File: src/rtl/stack_engine.sv
// stack_engine: sequencing master for the 8051 internal-RAM stack.
//
// Executes PUSH / POP / CALL / RET against internal RAM using 8051 semantics:
// the stack pointer is pre-incremented before a write and post-decremented
// after a read. It also accepts direct SFR writes to SP.
//
// Ports
//   clock, reset          rising-edge clock, synchronous active-high reset
//   cmd/cmd_valid/ready   command handshake (0 NOP,1 PUSH,2 POP,3 CALL,4 RET)
//   push_data, pc_in      operands sampled on accept
//   wr/wr_bit/wr_addr/... SFR write port; only byte writes to SFR_SP_ADDR matter
//   ram_*                 internal-RAM strobes; read data arrives one cycle later
//   pop_data, pc_out      results of the last POP / RET
//   done                  pulses in the final cycle of a command
//   sp_out, ovf, unf      stack pointer and sticky wrap flags
//   sfr_conflict          pulses when an SP write is dropped while busy
//
// state  | meaning
// -------+--------------------------------------------------
// IDLE   | waiting for a command or SFR write to SP
// PUSH_W | write pushed byte at SP
// CALL_L | write PC low byte at SP, then increment SP
// CALL_H | write PC high byte at SP
// POP_R  | read at SP
// POP_D  | capture popped byte, decrement SP
// RET_RH | read PC high byte at SP
// RET_DH | capture PC high byte, decrement SP
// RET_RL | read PC low byte at SP
// RET_DL | capture PC low byte, decrement SP
module stack_engine #(
    parameter logic [7:0] RST_SP      = 8'h07,
    parameter logic [7:0] SFR_SP_ADDR = 8'h81
) (
    input  logic        clock,
    input  logic        reset,
    input  logic [2:0]  cmd,
    input  logic        cmd_valid,
    output logic        cmd_ready,
    input  logic [7:0]  push_data,
    input  logic [15:0] pc_in,
    input  logic        wr,
    input  logic        wr_bit,
    input  logic [7:0]  wr_addr,
    input  logic [7:0]  wr_data,
    output logic [7:0]  ram_addr,
    output logic        ram_wr,
    output logic        ram_rd,
    output logic [7:0]  ram_wdata,
    input  logic [7:0]  ram_rdata,
    output logic [7:0]  pop_data,
    output logic [15:0] pc_out,
    output logic        done,
    output logic [7:0]  sp_out,
    output logic        ovf,
    output logic        unf,
    output logic        sfr_conflict
);

    localparam logic [2:0] CMD_PUSH = 3'd1;
    localparam logic [2:0] CMD_POP  = 3'd2;
    localparam logic [2:0] CMD_CALL = 3'd3;
    localparam logic [2:0] CMD_RET  = 3'd4;

    typedef enum logic [3:0] {
        IDLE, PUSH_W, CALL_L, CALL_H, POP_R, POP_D,
        RET_RH, RET_DH, RET_RL, RET_DL
    } state_t;

    state_t      state_q, state_d;
    logic [7:0]  sp_q, sp_d;
    logic [15:0] data_q, data_d;      // latched push byte or call PC
    logic [7:0]  pop_q, pop_d;
    logic [15:0] pc_q, pc_d;
    logic        ovf_q, ovf_d;
    logic        unf_q, unf_d;
    logic [7:0]  ram_addr_q;
    logic [7:0]  ram_wdata_q;
    logic [7:0]  wbyte;
    logic [7:0]  sp_inc, sp_dec;
    logic        sp_write;

    always_comb begin
        state_d      = state_q;
        sp_d         = sp_q;
        data_d       = data_q;
        pop_d        = pop_q;
        pc_d         = pc_q;
        ovf_d        = ovf_q;
        unf_d        = unf_q;
        ram_wr       = 1'b0;
        ram_rd       = 1'b0;
        done         = 1'b0;
        wbyte        = 8'h00;
        sp_inc       = sp_q + 8'd1;
        sp_dec       = sp_q - 8'd1;
        sp_write     = wr & ~wr_bit & (wr_addr == SFR_SP_ADDR);
        cmd_ready    = (state_q == IDLE) & ~sp_write;
        sfr_conflict = sp_write & (state_q != IDLE);

        case (state_q)
            IDLE: begin
                if (sp_write) begin
                    sp_d = wr_data;
                end else if (cmd_valid) begin
                    case (cmd)
                        CMD_PUSH: begin
                            state_d = PUSH_W;
                            sp_d    = sp_inc;
                            ovf_d   = ovf_q | (sp_q == 8'hFF);
                            data_d  = {8'h00, push_data};
                        end
                        CMD_CALL: begin
                            state_d = CALL_L;
                            sp_d    = sp_inc;
                            ovf_d   = ovf_q | (sp_q == 8'hFF);
                            data_d  = pc_in;
                        end
                        CMD_POP:  state_d = POP_R;
                        CMD_RET:  state_d = RET_RH;
                        default:  state_d = IDLE;
                    endcase
                end
            end
            PUSH_W: begin
                ram_wr  = 1'b1;
                wbyte   = data_q[7:0];
                done    = 1'b1;
                state_d = IDLE;
            end
            CALL_L: begin
                ram_wr  = 1'b1;
                wbyte   = data_q[7:0];
                sp_d    = sp_inc;
                ovf_d   = ovf_q | (sp_q == 8'hFF);
                state_d = CALL_H;
            end
            CALL_H: begin
                ram_wr  = 1'b1;
                wbyte   = data_q[15:8];
                done    = 1'b1;
                state_d = IDLE;
            end
            POP_R: begin
                ram_rd  = 1'b1;
                state_d = POP_D;
            end
            POP_D: begin
                pop_d   = ram_rdata;
                sp_d    = sp_dec;
                unf_d   = unf_q | (sp_q == 8'h00);
                done    = 1'b1;
                state_d = IDLE;
            end
            RET_RH: begin
                ram_rd  = 1'b1;
                state_d = RET_DH;
            end
            RET_DH: begin
                pc_d    = {ram_rdata, pc_q[7:0]};
                sp_d    = sp_dec;
                unf_d   = unf_q | (sp_q == 8'h00);
                state_d = RET_RL;
            end
            RET_RL: begin
                ram_rd  = 1'b1;
                state_d = RET_DL;
            end
            RET_DL: begin
                pc_d    = {pc_q[15:8], ram_rdata};
                sp_d    = sp_dec;
                unf_d   = unf_q | (sp_q == 8'h00);
                done    = 1'b1;
                state_d = IDLE;
            end
            default: state_d = IDLE;
        endcase

        // Address and write data hold their last driven values between strobes.
        ram_addr  = (ram_wr | ram_rd) ? sp_q : ram_addr_q;
        ram_wdata = ram_wr ? wbyte : ram_wdata_q;
    end

    always_ff @(posedge clock) begin
        if (reset) begin
            state_q     <= IDLE;
            sp_q        <= RST_SP;
            data_q      <= 16'h0000;
            pop_q       <= 8'h00;
            pc_q        <= 16'h0000;
            ovf_q       <= 1'b0;
            unf_q       <= 1'b0;
            ram_addr_q  <= 8'h00;
            ram_wdata_q <= 8'h00;
        end else begin
            state_q     <= state_d;
            sp_q        <= sp_d;
            data_q      <= data_d;
            pop_q       <= pop_d;
            pc_q        <= pc_d;
            ovf_q       <= ovf_d;
            unf_q       <= unf_d;
            ram_addr_q  <= ram_addr;
            ram_wdata_q <= ram_wdata;
        end
    end

    assign sp_out   = sp_q;
    assign pop_data = pop_q;
    assign pc_out   = pc_q;
    assign ovf      = ovf_q;
    assign unf      = unf_q;

endmodule

File: config.mk
export PLATFORM = sky130hd
export DESIGN_NAME = stack_engine
export DESIGN_NICKNAME = d
export VERILOG_FILES = /design/src/rtl/stack_engine.sv
export SDC_FILE = /design/constraint.sdc
export NUM_CORES = 1
export LEC_CHECK = 0
export CAP_MARGIN = 20
export CORE_UTILIZATION = 48
export CTS_BUF_LIST = sky130_fd_sc_hd__clkbuf_2 sky130_fd_sc_hd__clkbuf_4 sky130_fd_sc_hd__clkbuf_8
export CTS_CLUSTER_SIZE = 8
export DETAILED_ROUTE_END_ITERATION = 12
export PLACE_DENSITY = 0.83
export SYNTH_ARGS = -nofsm -noshare
export SYNTH_HDL_FRONTEND = slang
export SYNTH_SLANG_ARGS = --single-unit
File: constraint.sdc
create_clock -name clock -period 2.4 [get_ports clock]
set_input_delay 0.48 -clock clock [delete_from_list [all_inputs] [get_ports clock]]
set_output_delay 0.48 -clock clock [all_outputs]
set_load 0.02 [all_outputs]
==> flow_summary.json, run 1 <==
{
  "report.final.slew_viol_count": 0,
  "max_freq_ghz": 0.425,
  "place_congestion": 0.890,
  "outcome": "complete, no violations",
  "slew_headroom_pct": 57.5,
  "cts_tree": "built",
  "synth_edf_count": 0,
  "synth_seq_cells": 70,
  "leakagePower_nw": 1.97,
  "hold_class": "input pin to register",
  "fin_setup_tns_ps": 0,
  "clkLatencyLatePin_ps": 340,
  "route.detailed.drc": 0,
  "critPathRequiredTime_ps": 1920,
  "cp-end-kind": "output port",
  "r2r_setup_slack_ps": 200,
  "hold_ws_ps": 450,
  "root_buffer": "clkbuf_8",
  "crit_path_start_kind": "register",
  "grt_pass1_vias": 3159,
  "first_pass_iters": 7,
  "ios": 111,
  "antenna_found_initial": 0,
  "yosysMostFrequentCell": "dfxtp_1",
  "syn_inst": 383,
  "holdPathStages": 2,
  "portBuffers": 110,
  "dr_total_vias": 3353,
  "p_per_area_mw_per_mm2": 563,
  "wl_met3_microns": 604,
  "core_sq_mm": 0.00679,
  "worstReg2RegStart": "sp_out[0]",
  "synth.top_cells.by_area": "dfxtp_1 41%, nand2_1 5.1%, a21oi_1 5.0%",
  "initial_core_util_pct": 50.0,
  "area_growth_pct": 46.7,
  "nNetsFinal": 575,
  "period_minus_slack_ps": 2350,
  "hold_start": "reset",
  "diodes": 0,
  "numClockSinks": 70,
  "fin_skew_ps": 11.5,
  "worst_pin_slew_ps": 635,
  "path_class": "register to output port",
  "fp.dieW_microns": 86.1,
  "synth_area_sq_mm": 0.00339,
  "yosys-top-cells-count": "70 x dfxtp_1, 46 x nand2_1, 38 x nor2_1",
  "drt-met1-wl_mm": 3.95,
  "setup_viol": 0,
  "r2r-end": "sp_out[6]",
  "reg2regPathDepth": 7,
  "via_per_inst": 5.43,
  "die_h_microns": 86.1,
  "syn_nets": 441,
  "ys_async_sr_fraction_pct": 0,
  "post_drt_wl_per_cell_microns": 14.3,
  "path_clk_slew_ps": 70,
  "ys_seq_area_share_pct": 41.3,
  "routed-wl-met2_mm": 4.19,
  "wirelength_mm": 8.85,
  "vdd_ir_drop_max_uv": 353,
  "grt_pass1_wl_mm": 14.4,
  "syn_avg_cell_area_sq_um": 8.86,
  "cts_made_buffers": 9,
  "rows": 30,
  "hpwl_mm": 6.53,
  "htree_levels": 3,
  "worstSetupStartpoint": "state_q[1]",
  "grtUsageTotal_pct": 24.4,
  "topRoutingLayerUsed": "met4",
  "cp_data_arrival_time_ps": 1870,
  "grt_setup_unrepaired": "yes",
  "overflow": 0,
  "yosys_warnings": 0,
  "cts_max_path_buffers": 2,
  "hold_violations": 0,
  "dieArea_sq_mm": 0.00741,
  "ys_types": 66,
  "ys.flop_type": "dfxtp_1",
  "finalPower_mw": 2.80,
  "synth_top_cell_by_area": "dfxtp_1",
  "drt_iter0_markers": 215,
  "worstPathMaxFanout": 8,
  "cap_violations": 0,
  "antenna_left": 0,
  "grt_max_degree": 37,
  "layout-drive-gt1-share_pct": 22.4,
  "yosysTopAreaCellShare_pct": 41.3,
  "min_to": "sp_out[0]",
  "post-route-period-util_pct": 98.0
}
==> cells by family (layout without fill, tap and decap cells) <==
logic type | count (synthesis) | in the layout | share of synthesized area, %
flops | 70 | 70 | 41.3
buf+inv | 39 | 178 | 5.79
fa+ha+maj | 2 | 2 | 0.737
simple gates | 156 | 156 | 25.0
compound gates | 87 | 87 | 18.4
mux | 25 | 25 | 7.70
xor+xnor | 4 | 4 | 1.03
==> metrics by stage <==
step | utilization, % | cells | cell area [sq um] | setup slack [ps]
6_report | 73.3 | 618 | 4980 | 48.5
5_1_grt | 73.3 | 618 | 4980 | -38.6
4_1_cts | 73.1 | 617 | 4970 | -7.30
3_5_place_dp | 69.9 | 599 | 4750 | -228
3_3_place_gp | 69.9 | 599 | 4750 | -189
2_1_floorplan | - | 383 | 3390 | 62.3
==> final cells by class <==
type | instances | area [sq um]
Clock buffer | 10 | 131
Clock inverter | 6 | 71.3
Fill cell | 504 | 1810
Inverter | 13 | 48.8
Multi-Input combinational cell | 274 | 1860
Sequential cell | 70 | 1410
Tap cell | 96 | 120
Timing Repair Buffer | 149 | 1340
==> state kept, by name, summed over array words and instances, names as in the netlist <==
register     flops
ram_addr_q       8
pc_out          16
pop_data         8
data_q          16
sp_out           8
unf              1
state_q          4
ovf              1
ram_wdata_q      8
==> worst max path at each step <==
stage / endpoint / slack [ps]
6_report: ram_addr[1] / 50
5_1_grt: ram_addr[0] / -40
4_1_cts: ram_addr[0] / -7
3_5_place_dp: sfr_conflict / -230
3_3_place_gp: sfr_conflict / -190
2_1_floorplan: ram_addr[0] / 60
==> power breakdown <==
part	internal, mW	switching [mW]
clock network	0.498	0.451
logic	0.317	0.290
registers	1.20	0.0466
total	2.02	0.788
==> metal layers <==
metal	vias to the layer above	GRT usage (%)
li1	1640	-
met1	1560	31.5
met2	141	40.9
met3	12	4.33
met4	0	8.64
met5	-	0
==> layout by cell type (no fill, tap or decap), types with 7 or more instances in the layout <==
master / Yosys / layout
clkdlybuf4s50_1: 0 / 89
dfxtp_1: 70 / 66
nand2_1: 46 / 46
nor2_1: 38 / 37
buf_4: 4 / 37
a21oi_1: 34 / 32
mux2i_1: 16 / 16
inv_1: 13 / 13
nand3_1: 12 / 12
and2_1: 11 / 11
clkbuf_8: 0 / 9
buf_2: 4 / 9
a222oi_1: 8 / 8
mux2_2: 5 / 7
o21ai_0: 7 / 7
==> timing repair <==
item                       in CTS  in global routing
pin swaps                       9                  8
resized for setup              61                 28
hold buffers                    0                  0
setup endpoints to repair      19                 19
setup buffers                   2                  1
==> worst max-delay path, stage by stage (launching register included) <==
cell,delay [ps]
dfxtp_4,380
o21ai_4,200
inv_1,110
nor2_4,290
mux2_2,390
buf_2,160
Note: power is estimated with default switching activity, not from simulation.
==> inputs of run 2 (changes only) <==
--- a/config.mk
+++ b/config.mk
@@ -10,7 +10,7 @@
 export CTS_BUF_LIST = sky130_fd_sc_hd__clkbuf_2 sky130_fd_sc_hd__clkbuf_4 sky130_fd_sc_hd__clkbuf_8
 export CTS_CLUSTER_SIZE = 8
 export DETAILED_ROUTE_END_ITERATION = 12
-export PLACE_DENSITY = 0.83
+export PLACE_DENSITY_LB_ADDON = 0.05
 export SYNTH_ARGS = -nofsm -noshare
 export SYNTH_HDL_FRONTEND = slang
 export SYNTH_SLANG_ARGS = --single-unit
==> flow_summary.json, run 2 (same netlist as run 1, synthesis figures left out) <==
{
  "fp.dieW_microns": 86.1,
  "first_pass_iters": 7,
  "vdd_ir_drop_max_uv": 283,
  "core_sq_mm": 0.00679,
  "setup_viol": 2,
  "grt_pass1_vias": 3217,
  "nNetsFinal": 581,
  "slew_headroom_pct": 57.0,
  "hold_violations": 0,
  "grtUsageTotal_pct": 24.8,
  "multi_input_area_sq_mm": 0.00186,
  "hold_class": "register to register",
  "path_class": "register to output port",
  "cts_made_buffers": 9,
  "drt_iter0_markers": 184,
  "dieArea_sq_mm": 0.00741,
  "grt_max_degree": 57,
  "wirelength_mm": 8.97,
  "hpwl_mm": 6.27,
  "cap_violations": 0,
  "dr_total_vias": 3374,
  "overflow": 0,
  "via_per_inst": 5.42,
  "hold_ws_ps": 452,
  "worstPathMaxFanout": 8,
  "crit_path_start_kind": "register",
  "worst_pin_slew_ps": 643,
  "final_cell_mix": "89 x clkdlybuf4s50_1, 67 x dfxtp_1, 46 x nand2_1, 46 x buf_4, 37 x nor2_1",
  "fin_util_pct": 73.7,
  "numClockSinks": 70,
  "grt_pass1_wl_mm": 14.5,
  "area_growth_pct": 47.5,
  "regArea_sq_mm": 0.00141,
  "root_buffer": "clkbuf_8",
  "initial_core_util_pct": 50.0,
  "final_common_cell": "clkdlybuf4s50_1",
  "period_minus_slack_ps": 2410,
  "place_area_sq_mm": 0.00474,
  "cp_data_arrival_time_ps": 1930,
  "outcome": "complete, but fails checks",
  "layout-drive-gt1-share_pct": 22.6,
  "antenna_found_initial": 0,
  "fill_cells": 553,
  "fin_skew_ps": 7.61,
  "htree_levels": 3,
  "cts_max_path_buffers": 2,
  "fin_setup_tns_ps": -16.6,
  "portBuffers": 110,
  "place_congestion": 0.838,
  "post_drt_wl_per_cell_microns": 14.4,
  "leakagePower_nw": 1.99,
  "violations": "negative setup slack",
  "holdBufCountCts": 0,
  "pre_cts_ws_ps": -261,
  "diodes": 0,
  "rows": 30,
  "path_clk_slew_ps": 70,
  "post-route-period-util_pct": 100,
  "p_per_area_mw_per_mm2": 554,
  "max_freq_ghz": 0.415,
  "grt_setup_unrepaired": "yes",
  "critPathRequiredTime_ps": 1920,
  "die_h_microns": 86.1,
  "ios": 111,
  "fin_ws_ps": -9.08,
  "cp-end-kind": "output port",
  "fin_area_sq_mm": 0.00501,
  "clkLatencyLatePin_ps": 330,
  "antenna_left": 0,
  "cts_tree": "built",
  "route.detailed.drc": 0,
  "report.final.slew_viol_count": 0
}
[run 2: repair_timing]
item / CTS / global route
pin swaps: 11 / 10
endpoints found under the hold margin: 0 / 0
buffers inserted: 7 / 3
endpoints found under the setup margin: 19 / 17
resized for setup: 67 / 20
[run 2: final cells by class]
type	instances	area share (%)
flip-flops and latches	70	28.1
multi-input cells	274	37.1
repair buffers	155	27.7
well taps	96	2.40
clock buffers	9	2.47
inverters	13	0.975
clock inverters	6	1.25
[run 2: power by group]
part	switching [mW]	internal (mW)	total [mW]
Sequential	0.0441	1.20	1.25
Combinational	0.296	0.317	0.613
Clock	0.439	0.474	0.913
Total	0.779	1.99	2.77
[run 2: path summary, 6_finish.rpt]
path / start / end / slack, ps / cells past startpoint
hold / removal: data_q[9] / data_q[9] / 450 / 2
setup / recovery: state_q[1] / ram_addr[3] / -9 / 6
hold reg to reg: data_q[9] / data_q[9] / 450 / 2
setup reg to reg: state_q[0] / sp_out[0] / 160 / 7
[run 2: per-layer routing]
metal	vias up	share of wire (%)	global-route usage, %
met5	-	0	0
met3	13	6.0	4.14
met1	1561	45	32.0
met2	145	47	41.1
met4	0	1.3	10.0
li1	1655	-	-
[run 2: stage by stage]
step / cells / power [mW]
after global placement: 598 / 1.86
final: 623 / 2.77
after floorplan: 383 / 1.59
after CTS: 620 / 2.78
after detailed placement: 598 / 1.87
after global routing: 623 / 2.90
[run 2: critical path, stage by stage, from the launching register on]
cell and delay (ps):
dfxtp_4 380, or3b_1 360, a21oi_2 210, nor2_4 100, buf_4 140, mux2_2 270, buf_6 130
==> inputs of run 3 (changes only) <==
--- a/config.mk
+++ b/config.mk
@@ -5,12 +5,12 @@
 export SDC_FILE = /design/constraint.sdc
 export NUM_CORES = 1
 export LEC_CHECK = 0
-export CAP_MARGIN = 20
 export CORE_UTILIZATION = 48
 export CTS_BUF_LIST = sky130_fd_sc_hd__clkbuf_2 sky130_fd_sc_hd__clkbuf_4 sky130_fd_sc_hd__clkbuf_8
 export CTS_CLUSTER_SIZE = 8
 export DETAILED_ROUTE_END_ITERATION = 12
 export PLACE_DENSITY_LB_ADDON = 0.05
+export RECOVER_POWER = 25
 export SYNTH_ARGS = -nofsm -noshare
 export SYNTH_HDL_FRONTEND = slang
 export SYNTH_SLANG_ARGS = --single-unit
==> results of run 3 <==
Same layout as run 2: the final DEF is identical, and so are final timing and power.
==> RTL change: new RTL, flow settings as in run 1 <==
Reset style: asynchronous (`reset`), changed in one clocked block. Comments in the files are not updated.
--- a/src/rtl/stack_engine.sv
+++ b/src/rtl/stack_engine.sv
@@ -182,3 +182,3 @@
 
-    always_ff @(posedge clock) begin
+    always_ff @(posedge clock or posedge reset) begin
         if (reset) begin
Function: differs if reset is asserted again (counterexample within 4 cycles, from zero or initial values and one cycle with reset high); with reset held inactive, the same outputs for 10 cycles.
==> RTL change against run 1 <==
The run now ends with negative setup slack left. Highest routed layer unchanged. Critical endpoint is now ram_addr[5]. Largest cell class unchanged. Sequential share of layout area grew 5.2 points. Sequential cell count unchanged. Synthesized area increased by 7.8%. Critical path depth rose by 3. Routed wire length rose by 7.0%. Worst setup slack worse by 0.11 ns. Final area grew 5.2%.
Power is not compared: it rests on default switching activity, and its combinational part moved more than twofold at a synthesized area within 25%.
==> RTL change: results (changes against run 1) <==
Run status:
- The flow ran to the end, but the final reports show violations.
- The final reports fail on negative setup slack.

STA:
- The worst-case clock skew was 0.00882 ns (-0.00265 ns).
- The worst-case hold slack came to 0.472 ns (+0.0222 ns).
- The number of setup violations in the final report is 5 (+5).
- The pin slew with the least headroom to its limit was 0.591 ns (-0.0444 ns).
- The final worst slack is -0.0660 ns (-0.115 ns).

Layout:
- The count of fill cells added during filler insertion is 564 (+12%).
- The final net count is 533 (-7.3%).
- The share of final-layout standard cells stronger than drive strength 1 came to 26.1% (+3.7 points).

GRT:
- The number of global-route vias before repair came to 3,118 (-1.3%).
- The aggregate global-route resource usage is 24.3% (-0.11 points).
- The first-pass GRT wire length was 14,600 um (+0.96%).

Worst hold path:
- The beginning of the worst hold path is unf$_DFFE_PP0P_.
- The path with the worst hold slack has its endpoint at unf$_DFFE_PP0P_.
- The path type of the worst min-delay path is reg2reg.

Drt:
- The number of DRC markers after the initial detailed-route iteration is 172 (-20%).
- The iteration count of the initial detailed-routing pass came to 4 (-3).
- The average wire length per cell after detail routing is 16.4 um (+14%).
- The total number of vias is 3,164 (-5.6%).

Setup path:
- The worst flop-to-flop path startpoint is state_q[2]$_DFFE_PP0P_.
- The register-to-register setup slack was 0.14 ns (-0.06 ns).
- The length in cells of the worst reg-to-reg path is 8 (+1).
- The arrival time of data at the critical path endpoint is 1.99 ns (+0.12 ns).

Placed design:
- The placer's final routability congestion estimate is 0.895 (+0.51%).
- The number of instances in the placed design was 551 (-8.0%).
- The pre-CTS setup slack is -0.208 ns (+0.0198 ns).

Synthesis:
- The number of distinct standard cells referenced by the synthesized netlist is 61 (-7.6%).
- Counting instances in the post-synthesis netlist gives the leading cell types as 67 x sky130_fd_sc_hd__dfrtp_1, 32 x sky130_fd_sc_hd__mux2_2, 31 x sky130_fd_sc_hd__nand2_1, 27 x sky130_fd_sc_hd__o21ai_0, 17 x sky130_fd_sc_hd__mux2i_1.
- The async set or reset register ratio after synthesis was 100% (+100 points).
- The number of nets in the synthesized netlist is 399 (-9.5%).
-- RTL change: changes by cell type after synthesis, moves of 7 or more --
cell,run 1,this run
sky130_fd_sc_hd__mux2_2,5,32
sky130_fd_sc_hd__dfxtp_1,70,0
sky130_fd_sc_hd__nand2_1,46,31
sky130_fd_sc_hd__o22a_1,1,9
sky130_fd_sc_hd__nor3b_1,0,9
sky130_fd_sc_hd__and2_1,11,1
sky130_fd_sc_hd__a222oi_1,8,0
sky130_fd_sc_hd__nor2_1,38,16
sky130_fd_sc_hd__nand3_1,12,5
sky130_fd_sc_hd__a21oi_1,34,15
sky130_fd_sc_hd__o21ai_0,7,27
sky130_fd_sc_hd__dfrtp_1,0,67
-- RTL change: how the worst max path moves through the flow --
stage | start | endpoint | slack (ns)
CTS | state_q[2]$_DFFE_PP0P_ | ram_addr[5] | -0.13
global placement | wr_bit | sfr_conflict | -0.16
global route | state_q[2]$_DFFE_PP0P_ | ram_addr[5] | -0.16
floorplan | reset | data_q[0]$_DFFE_PP0P_ | 0.16
detailed placement | wr_addr[5] | sfr_conflict | -0.21
finish | state_q[2]$_DFFE_PP0P_ | ram_addr[5] | -0.07
-- RTL change: where the power goes --
| group | total (mW) | internal, mW | leakage, nW | switching (mW) |
|---|---|---|---|---|
| logic | 4.21 | 2.10 | 1.33 | 2.12 |
| registers | 2.18 | 1.73 | 0.838 | 0.444 |
| clock network | 0.814 | 0.367 | 0.0813 | 0.447 |
-- RTL change: repair_timing --
item | in CTS | in global routing
pin swaps | 1 | 2
resized for setup | 47 | 48
buffers inserted | 9 | 5
setup endpoints to repair | 21 | 19
-- RTL change: per-layer routing --
metal  part of all wire [%]  track usage, %
met2                     53            42.5
met3                    4.5            4.80
met1                     40            29.1
met4                    2.3            10.8
met5                      0               0
-- RTL change: logic make-up after synthesis --
logic type      Yosys count  synth area share [%]
compound gates           82                  14.6
xor+xnor                  3                 0.718
fa+ha+maj                 2                 0.684
buf+inv                  34                  4.55
flops                    70                  48.0
mux                      49                  14.5
simple gates            101                  17.0
-- RTL change: layout make-up --
type,count,area (um2),share of cell area (%)
tap,99,124,2.37
timing repair buffer,146,1360,26.0
inverter,11,41.3,0.788
multi-input combinational,237,1790,34.2
clock inverter,6,38.8,0.741
sequential,70,1760,33.5
clock buffer,9,124,2.37
-- RTL change: critical path, stage by stage, from the launching register on --
cell	delay, ns
sky130_fd_sc_hd__dfrtp_1	0.44
sky130_fd_sc_hd__nor2b_4	0.16
sky130_fd_sc_hd__a21oi_2	0.12
sky130_fd_sc_hd__nor2_2	0.07
sky130_fd_sc_hd__nor2_4	0.20
sky130_fd_sc_hd__buf_6	0.14
sky130_fd_sc_hd__buf_6	0.09
sky130_fd_sc_hd__mux2_4	0.30
sky130_fd_sc_hd__buf_6	0.13
